<file path="src/rtl/multichan_speed_loop.sv">
// N-channel proportional speed regulator: one shared multiplier swept across channels every
// SAMPLE_CYCLES clocks, saturating duty accumulators, and a byte-wide telemetry stream.
module multichan_speed_loop #(
    parameter int unsigned NUM_CH        = 2,
    parameter int unsigned RPM_W         = 9,
    parameter int unsigned DUTY_W        = 16,
    parameter int unsigned KP_W          = 16,
    parameter int unsigned SAMPLE_CYCLES = 1_000_000
) (
    input  logic                     clk,
    input  logic                     reset_n,
    input  logic [NUM_CH-1:0]        ch_en,
    input  logic [KP_W-1:0]          k_p,
    input  logic [NUM_CH*RPM_W-1:0]  rpm_setpoint,
    input  logic [NUM_CH*RPM_W-1:0]  rpm_measured,
    output logic [NUM_CH*DUTY_W-1:0] duty_out,
    output logic [NUM_CH-1:0]        sat_flag,
    output logic                     sweep_done,
    input  logic                     uart_en,
    output logic                     tx_start,
    output logic [7:0]               tx_data,
    input  logic                     tx_done
);

    localparam int unsigned IW = (NUM_CH > 1) ? $clog2(NUM_CH) : 1;
    localparam int unsigned CW = (SAMPLE_CYCLES > 1) ? $clog2(SAMPLE_CYCLES) : 1;
    localparam int unsigned EW = RPM_W + 1;
    localparam int unsigned PW = EW + KP_W + 1;
    localparam int unsigned SW = ((PW > DUTY_W + 1) ? PW : DUTY_W + 1) + 1;
    localparam int unsigned BW = $clog2(NUM_CH + 1);

    typedef enum logic [1:0] {StIdle, StCalc, StWrite, StDone} sweep_e;
    typedef enum logic [1:0] {TIdle, TSend, TWait} tel_e;

    logic [CW-1:0]            cnt_q;
    logic                     tick;
    sweep_e                   sw_q, sw_d;
    tel_e                     tel_q, tel_d;
    logic [IW-1:0]            idx_q;
    logic                     last_ch;
    logic [KP_W-1:0]          kp_q;
    logic signed [EW-1:0]     err_c, err_q;
    logic signed [PW-1:0]     err_x, kp_x, prod_c, prod_q, corr;
    logic signed [SW-1:0]     corr_x, duty_x, sum, duty_max;
    logic                     en_q;
    logic [DUTY_W-1:0]        duty_new;
    logic                     clamped;
    logic [7:0]               err8_c;
    int                       err_i;
    logic [DUTY_W-1:0]        duty_q [NUM_CH];
    logic [7:0]               err8_q [NUM_CH];
    logic [7:0]               snap_q [NUM_CH];
    logic [NUM_CH-1:0]        sat_q;
    logic [BW-1:0]            bidx_q;

    assign tick    = (cnt_q == CW'(SAMPLE_CYCLES - 1));
    assign last_ch = (idx_q == IW'(NUM_CH - 1));

    always_ff @(posedge clk or negedge reset_n) begin
        if (!reset_n) begin
            cnt_q <= '0;
        end else if (tick) begin
            cnt_q <= '0;
        end else begin
            cnt_q <= cnt_q + 1'b1;
        end
    end

    always_comb begin
        sw_d = sw_q;
        unique case (sw_q)
            StIdle:  if (tick) sw_d = StCalc;
            StCalc:  sw_d = StWrite;
            StWrite: sw_d = last_ch ? StDone : StCalc;
            StDone:  sw_d = StIdle;
            default: sw_d = StIdle;
        endcase
    end

    // Signed error and full-width product for the channel currently selected.
    always_comb begin
        err_c  = $signed({1'b0, rpm_setpoint[idx_q*RPM_W +: RPM_W]})
               - $signed({1'b0, rpm_measured[idx_q*RPM_W +: RPM_W]});
        err_x  = {{(PW-EW){err_c[EW-1]}}, err_c};
        kp_x   = {{(PW-KP_W){1'b0}}, kp_q};
        prod_c = err_x * kp_x;
    end

    always_comb begin
        corr     = prod_q >>> 8;
        corr_x   = {{(SW-PW){corr[PW-1]}}, corr};
        duty_x   = {{(SW-DUTY_W){1'b0}}, duty_q[idx_q]};
        duty_max = {{(SW-DUTY_W){1'b0}}, {DUTY_W{1'b1}}};
        sum      = duty_x + corr_x;
        duty_new = sum[DUTY_W-1:0];
        clamped  = 1'b0;
        if (sum[SW-1]) begin
            duty_new = '0;
            clamped  = 1'b1;
        end else if (sum > duty_max) begin
            duty_new = '1;
            clamped  = 1'b1;
        end
        err_i  = int'(err_q);
        err8_c = 8'(err_i);
        if (err_i > 127) begin
            err8_c = 8'h7F;
        end else if (err_i < -128) begin
            err8_c = 8'h80;
        end
    end

    always_ff @(posedge clk or negedge reset_n) begin
        if (!reset_n) begin
            sw_q   <= StIdle;
            idx_q  <= '0;
            kp_q   <= '0;
            err_q  <= '0;
            prod_q <= '0;
            en_q   <= 1'b0;
            sat_q  <= '0;
            for (int i = 0; i < NUM_CH; i++) begin
                duty_q[i] <= '0;
                err8_q[i] <= '0;
            end
        end else begin
            sw_q <= sw_d;
            if (sw_q == StIdle && tick) begin
                idx_q <= '0;
                kp_q  <= k_p;
            end
            if (sw_q == StCalc) begin
                err_q  <= err_c;
                prod_q <= prod_c;
                en_q   <= ch_en[idx_q];
            end
            if (sw_q == StWrite) begin
                duty_q[idx_q] <= en_q ? duty_new : '0;
                err8_q[idx_q] <= err8_c;
                if (en_q && clamped) sat_q[idx_q] <= 1'b1;
                if (!last_ch) idx_q <= idx_q + 1'b1;
            end
        end
    end

    always_comb begin
        tel_d = tel_q;
        unique case (tel_q)
            TIdle:   if (sweep_done && uart_en) tel_d = TSend;
            TSend:   tel_d = TWait;
            TWait:   if (tx_done) tel_d = (bidx_q == BW'(NUM_CH)) ? TIdle : TSend;
            default: tel_d = TIdle;
        endcase
    end

    // The snapshot decouples an in-flight frame from later sweeps.
    always_ff @(posedge clk or negedge reset_n) begin
        if (!reset_n) begin
            tel_q  <= TIdle;
            bidx_q <= '0;
            for (int i = 0; i < NUM_CH; i++) snap_q[i] <= '0;
        end else begin
            tel_q <= tel_d;
            if (tel_q == TIdle && sweep_done && uart_en) begin
                snap_q <= err8_q;
                bidx_q <= '0;
            end
            if (tel_q == TWait && tx_done) bidx_q <= bidx_q + 1'b1;
        end
    end

    always_comb begin
        tx_data = '0;
        if (tel_q == TSend) begin
            if (bidx_q == '0) tx_data = 8'hA5;
            for (int i = 0; i < NUM_CH; i++) begin
                if (bidx_q == BW'(i + 1)) tx_data = snap_q[i];
            end
        end
    end

    assign tx_start   = (tel_q == TSend);
    assign sweep_done = (sw_q == StDone);
    assign sat_flag   = sat_q;

    for (genvar g = 0; g < NUM_CH; g++) begin : g_pack
        assign duty_out[g*DUTY_W +: DUTY_W] = duty_q[g];
    end

endmodule
</file>
<file path="config.mk">
export PLATFORM = sky130hd
export DESIGN_NAME = multichan_speed_loop
export DESIGN_NICKNAME = d
export VERILOG_FILES = /design/src/rtl/multichan_speed_loop.sv
export SDC_FILE = /design/constraint.sdc
export NUM_CORES = 1
export LEC_CHECK = 0
export CAP_MARGIN = 25
export CORE_ASPECT_RATIO = 0.8
export CORE_MARGIN = 3
export CORE_UTILIZATION = 56
export DETAILED_ROUTE_END_ITERATION = 8
export PLACE_DENSITY = 0.77
export RECOVER_POWER = 100
export SLEW_MARGIN = 20
export SYNTH_ARGS = -nofsm -noshare
export SYNTH_HDL_FRONTEND = slang
export SYNTH_SLANG_ARGS = --single-unit
</file>
<file path="constraint.sdc">
create_clock -name clk -period 9.2 [get_ports clk]
set_input_delay 1.38 -clock clk [delete_from_list [all_inputs] [get_ports clk]]
set_output_delay 1.38 -clock clk [all_outputs]
set_load 0.02 [all_outputs]
</file>
* Word level (Yosys, flattened, before mapping)
Index checks and enable logic that the tools add are counted.
** Word-level totals
- Memories :: 0
- Register bits after elaboration :: 147
- Bits in latches :: 0
- Memory bits (writable) :: 0
- ROM bits :: 0
- Output and inout port bits :: 44
** Operators by class
- Reductions and logical operators :: 14
- Mux-type cells :: 37
- Divide/modulo/power cells :: 0
- $mul :: 2
- $lt $le $gt $ge :: 7
- Bitwise gates (word level) :: 2
- Equality and inequality tests :: 11
- Add/subtract/negate cells :: 5
- Shift-type cells :: 2
** Operators with widths (count)
- 16-bit two-way mux :: 7
- 8-bit two-way mux :: 7
- 18-bit by 6-bit indexed part select with 9-bit output :: 2
- 32-bit bitwise mux :: 1
- 10-bit by 17-bit multiplier with 27-bit output :: 1
- 17-bit by 19-bit adder with 20-bit output :: 1
- 20-bit by 1-bit adder with 20-bit output, second input constant :: 1
- 20-bit equality test, second input constant :: 1
- 20-bit by 17-bit greater-than comparator with 1-bit output, second input constant :: 1
- 20-bit two-way mux :: 1
- 16-bit bitwise mux :: 1
- 16-bit demux with 1-bit select :: 1
- 2-bit two-way mux :: 6
- 10-bit by 8-bit greater-than comparator with 1-bit output, second input constant :: 1
- 10-bit by 8-bit less-than comparator with 1-bit output, second input constant :: 1
- 9-bit by 9-bit subtractor with 10-bit output :: 1
- 1-bit two-way mux :: 9
- 8-bit demux with 1-bit select :: 1
- 2-bit equality test, second input constant :: 4
- 1-bit logical AND :: 8
- 2-bit one-hot mux with 4 select lines :: 1
- 2-bit by 1-bit equality test with 1-bit output, second input constant :: 3
- 2-bit logical NOT :: 3
- 2-bit != test, second input constant :: 3
- other kinds (13) :: 14

* Depth between registers and ports, before layout
- Depth in word-level cells :: 10
- Depth in mapped cells :: 34
- Gate-level depth less buffers :: 31

* Worst setup path after synthesis
No wires, ideal clock.
- Path kind :: input to register
- Start :: input rpm_setpoint[10]
- End :: register prod_q[26]
- Arrival time :: 7.934 ns
- Cell stages on the path :: 26
- Slack :: 1.137 ns
- Library setup time :: 0.130 ns
- Required time :: 9.070 ns
- Path through :: mux2_2 fa_1 a21o_1 a21oi_1 o21ai_0 a21oi_1 o21bai_1 a21oi_1 xnor2_1 clkbuf_1 nand2_1 fa_1 fa_1 fa_1 fa_1 inv_1 fa_1 ha_1 and3_1 a221oi_1 nand2_1 o31ai_4 o221ai_2 a21oi_2 xnor2_1 o21ai_1
** On the way
- Cells in the longest elaborated chain, start to end :: 3
** RTL lines
- from (decl) :: RTL line 14 : input logic [NUM_CH*RPM_W-1:0] rpm_setpoint,
- 18-bit by 6-bit indexed part select with 9-bit output :: RTL line 82 : err_c = $signed({1'b0, rpm_setpoint[idx_q*RPM_W +: RPM_W]})
- 9-bit by 9-bit subtractor with 10-bit output :: RTL line 83 : - $signed({1'b0, rpm_measured[idx_q*RPM_W +: RPM_W]});
- 10-bit by 17-bit multiplier with 27-bit output :: RTL line 86 : prod_c = err_x * kp_x;
- to (signal assigned) :: RTL line 134 : prod_q <= prod_c;
- to (decl) :: RTL line 43 : logic signed [PW-1:0] err_x, kp_x, prod_c, prod_q, corr;
Every way passes these cells.
A chain may end at the register's enable or synchronous reset.

* Worst setup path after layout
- Start :: input rpm_measured[9]
- End :: register prod_q[22]
** On the way
- Cells in the longest elaborated chain, start to end :: 3
** RTL lines
- from (decl) :: RTL line 15 : input logic [NUM_CH*RPM_W-1:0] rpm_measured,
- 18-bit by 6-bit indexed part select with 9-bit output :: RTL line 83
- 9-bit by 9-bit subtractor with 10-bit output :: RTL line 83
- 10-bit by 17-bit multiplier with 27-bit output :: RTL line 86
Every way passes these cells.

==> metrics.cfg <==
[placed_design]
placed_area_sq_mm=0.0138
gp_congestion=0.915
dpl.hpwl_um=21700
place_ws_ns=0.181
io_buffers=101

[cells_and_area]
fillers=1796
diodes=0
utilization=0.657
nets=1684
regArea_sq_mm=0.00348
drive_gt1_frac=0.0956
fin_area_sq_mm=0.0144
synthToLayoutAreaGrowth_pct=13.7
multi_input_area_sq_mm=0.00814

[die]
dieArea_sq_mm=0.0244
rows=48
num_io_pins=102
placeableCoreArea_sq_mm=0.0219
initial_core_util=0.578
fp.dieW_um=174
dieHeight_um=140

[logic_synthesis]
yosysWarnings=0
postSynthAreaPerCell_sq_um=9.43
netlist_instances=1339
syn_nets=1613
synth_edf_count=0
synthTopCellsByCount=inv_1, nand2_1, dfrtp_1
ys_ff_latch=139
synth.most_common_cell=inv_1
synth_cell_types=79
synth_top_area_cell=dfrtp_1
synth_area_leaders=dfrtp_1, fa_1, ha_1
syn_area_sq_mm=0.0126
synth.yosys.seq_area_share=0.275
ys.flop_type=dfrtp_1
synthArstFlopShare=1.00
yosysTopAreaCellShare=0.275

[grt]
grt_pass1_wl_um=49600
grt-ovfl-total=0
grt_pass1_vias=9876
grt_max_degree=74
antenna_found_initial=0
gr-usage-all-layers=0.249

[setup_path]
critPathLaunchType=primary input
r2r-end=prod_q[26]
critPathCapture=prod_q[22]
cp_slowest_cell=fa_1
crit_top_cell=fa_1
crit_type=primary input to flop
startpoint=rpm_measured[9]
critical_path_arrival_ns=9.02
end_kind=flop
cp_max_fo=7
required_ns=9.50
max_stage_delay_ns=0.55
worstReg2RegStart=idx_q
rrSetupSlack_ns=0.93
reg2reg_depth=24

[sta]
finalWorstPathRequiredPeriod_ns=8.72
final-hold-violation-count=0
maxSlewViolCount=142
fmax_mhz=115
setup-violations-final=0
worst_slew_pin_slew_ns=3.82
rsz0062_at_grt=false
slew_headroom=-1.55
layout_setup_ws_ns=0.479
whs_ns=0.483
tns_ns=0
final.setup_skew_ns=0.0113
timing.final.crit_share=0.948

[clock_network]
cts_hold_buf=0
root_buffer=clkbuf_16
cts_setup_buffers=0
post_cts_resized=0
clkTransAtPathRegs_ns=0.07
cts_inserted_buffers=17
insertion_delay_ns=0.44
clock-sinks=139
tritoncts=yes
ctsHtreeMaxLevel=4
clockBufferDepth=2

[run_status]
outcome=finished, violations left
violations=max-capacitance violations, max-slew violations

[min_path]
hold_path_class=flop to flop
hp-start=tel_q[0]

[route]
finalWirelength_um=29000
first_pass_iters=5
avgViaCountPerCell=5.61
drc=0
drt_iter0_markers=701
vias=9668
wl_per_cell_um=16.9
antenna_left=0

[pwr]
peakVddDrop_mv=0.517
powerDensity_mw_per_mm2=343
leakagePower_nw=7.23

[run]
drv_cap=2

-- where the power goes --
part | switching [W] | internal (W) | total, W
Combinational | 0.00203 | 0.00151 | 0.00354
Sequential | 0.0000290 | 0.000626 | 0.000655
Clock | 0.000327 | 0.000393 | 0.000720
Total | 0.00239 | 0.00253 | 0.00492
-- stage by stage --
stage | cells | total power (W)
after CTS | 1723 | 0.00495
after global routing | 1723 | 0.00543
after detailed placement | 1691 | 0.00417
final | 1723 | 0.00492
after global placement | 1691 | 0.00408
after floorplan | 1339 | 0.00338
-- flip-flops by register name, summed over array words and instances, names as in the netlist --
signal	count
err_q	10
bidx_q	2
err8_q	16
sat_flag	2
cnt_q	20
sw_q	2
duty_out	32
idx_q	1
en_q	1
tel_q	2
kp_q	16
prod_q	19
snap_q	16
-- logic make-up (layout without fill, tap and decap cells) --
kind of cell	count (synthesis)	in the layout	share of synthesized area
flops	139	139	0.275
compound gates	225	225	0.118
buf+inv	239	323	0.0766
mux	75	75	0.0659
xor+xnor	55	55	0.0381
fa+ha+maj	216	216	0.281
simple gates	390	390	0.145
-- placed cells by master (no fill, tap or decap), drive strengths merged, types with 47 or more instances in the layout --
| cell type | count |
|---|---|
| inv | 185 |
| nor2 | 68 |
| ha | 104 |
| clkdlybuf4s50 | 53 |
| nand2 | 176 |
| dlygate4sd3 | 47 |
| a21oi | 86 |
| dfrtp | 139 |
| fa | 112 |
| and2 | 51 |
| o21ai | 61 |
| mux2 | 65 |
-- worst min path at each step --
stage,end,slack (ns),cells past startpoint
final,tel_q[0],0.48,1
after floorplan,err8_q[7],0.44,2
after detailed placement,err8_q[10],0.47,2
after global placement,err8_q[15],0.46,2
after CTS,err8_q[10],0.49,2
after global routing,err8_q[1],0.50,2
-- layout make-up --
| cell class | instances | share of cell area |
|---|---|---|
| Multi-Input combinational cell | 961 | 0.567 |
| Sequential cell | 139 | 0.242 |
| Timing Repair Buffer | 113 | 0.0749 |
| Inverter | 178 | 0.0465 |
| Clock buffer | 17 | 0.0296 |
| Tap cell | 300 | 0.0261 |
| Clock inverter | 15 | 0.0137 |
-- critical path, delay by kind of cell --
kind            cells  cell delay (ns)
mux                 1             0.15
xor+xnor            2             0.51
simple gates        3             0.64
buf+inv             6             1.07
fa+ha+maj           8             3.23
compound gates      9             2.04
-- routing by layer --
layer  up-vias  GRT usage  routed length (um)
li1       4502          -                   -
met1      4791      0.336               12900
met2       311      0.413               14000
met3        64     0.0469                1490
met4         0     0.0770                 649
met5         -          0                   0
Note: power is estimated with default switching activity, not from simulation.
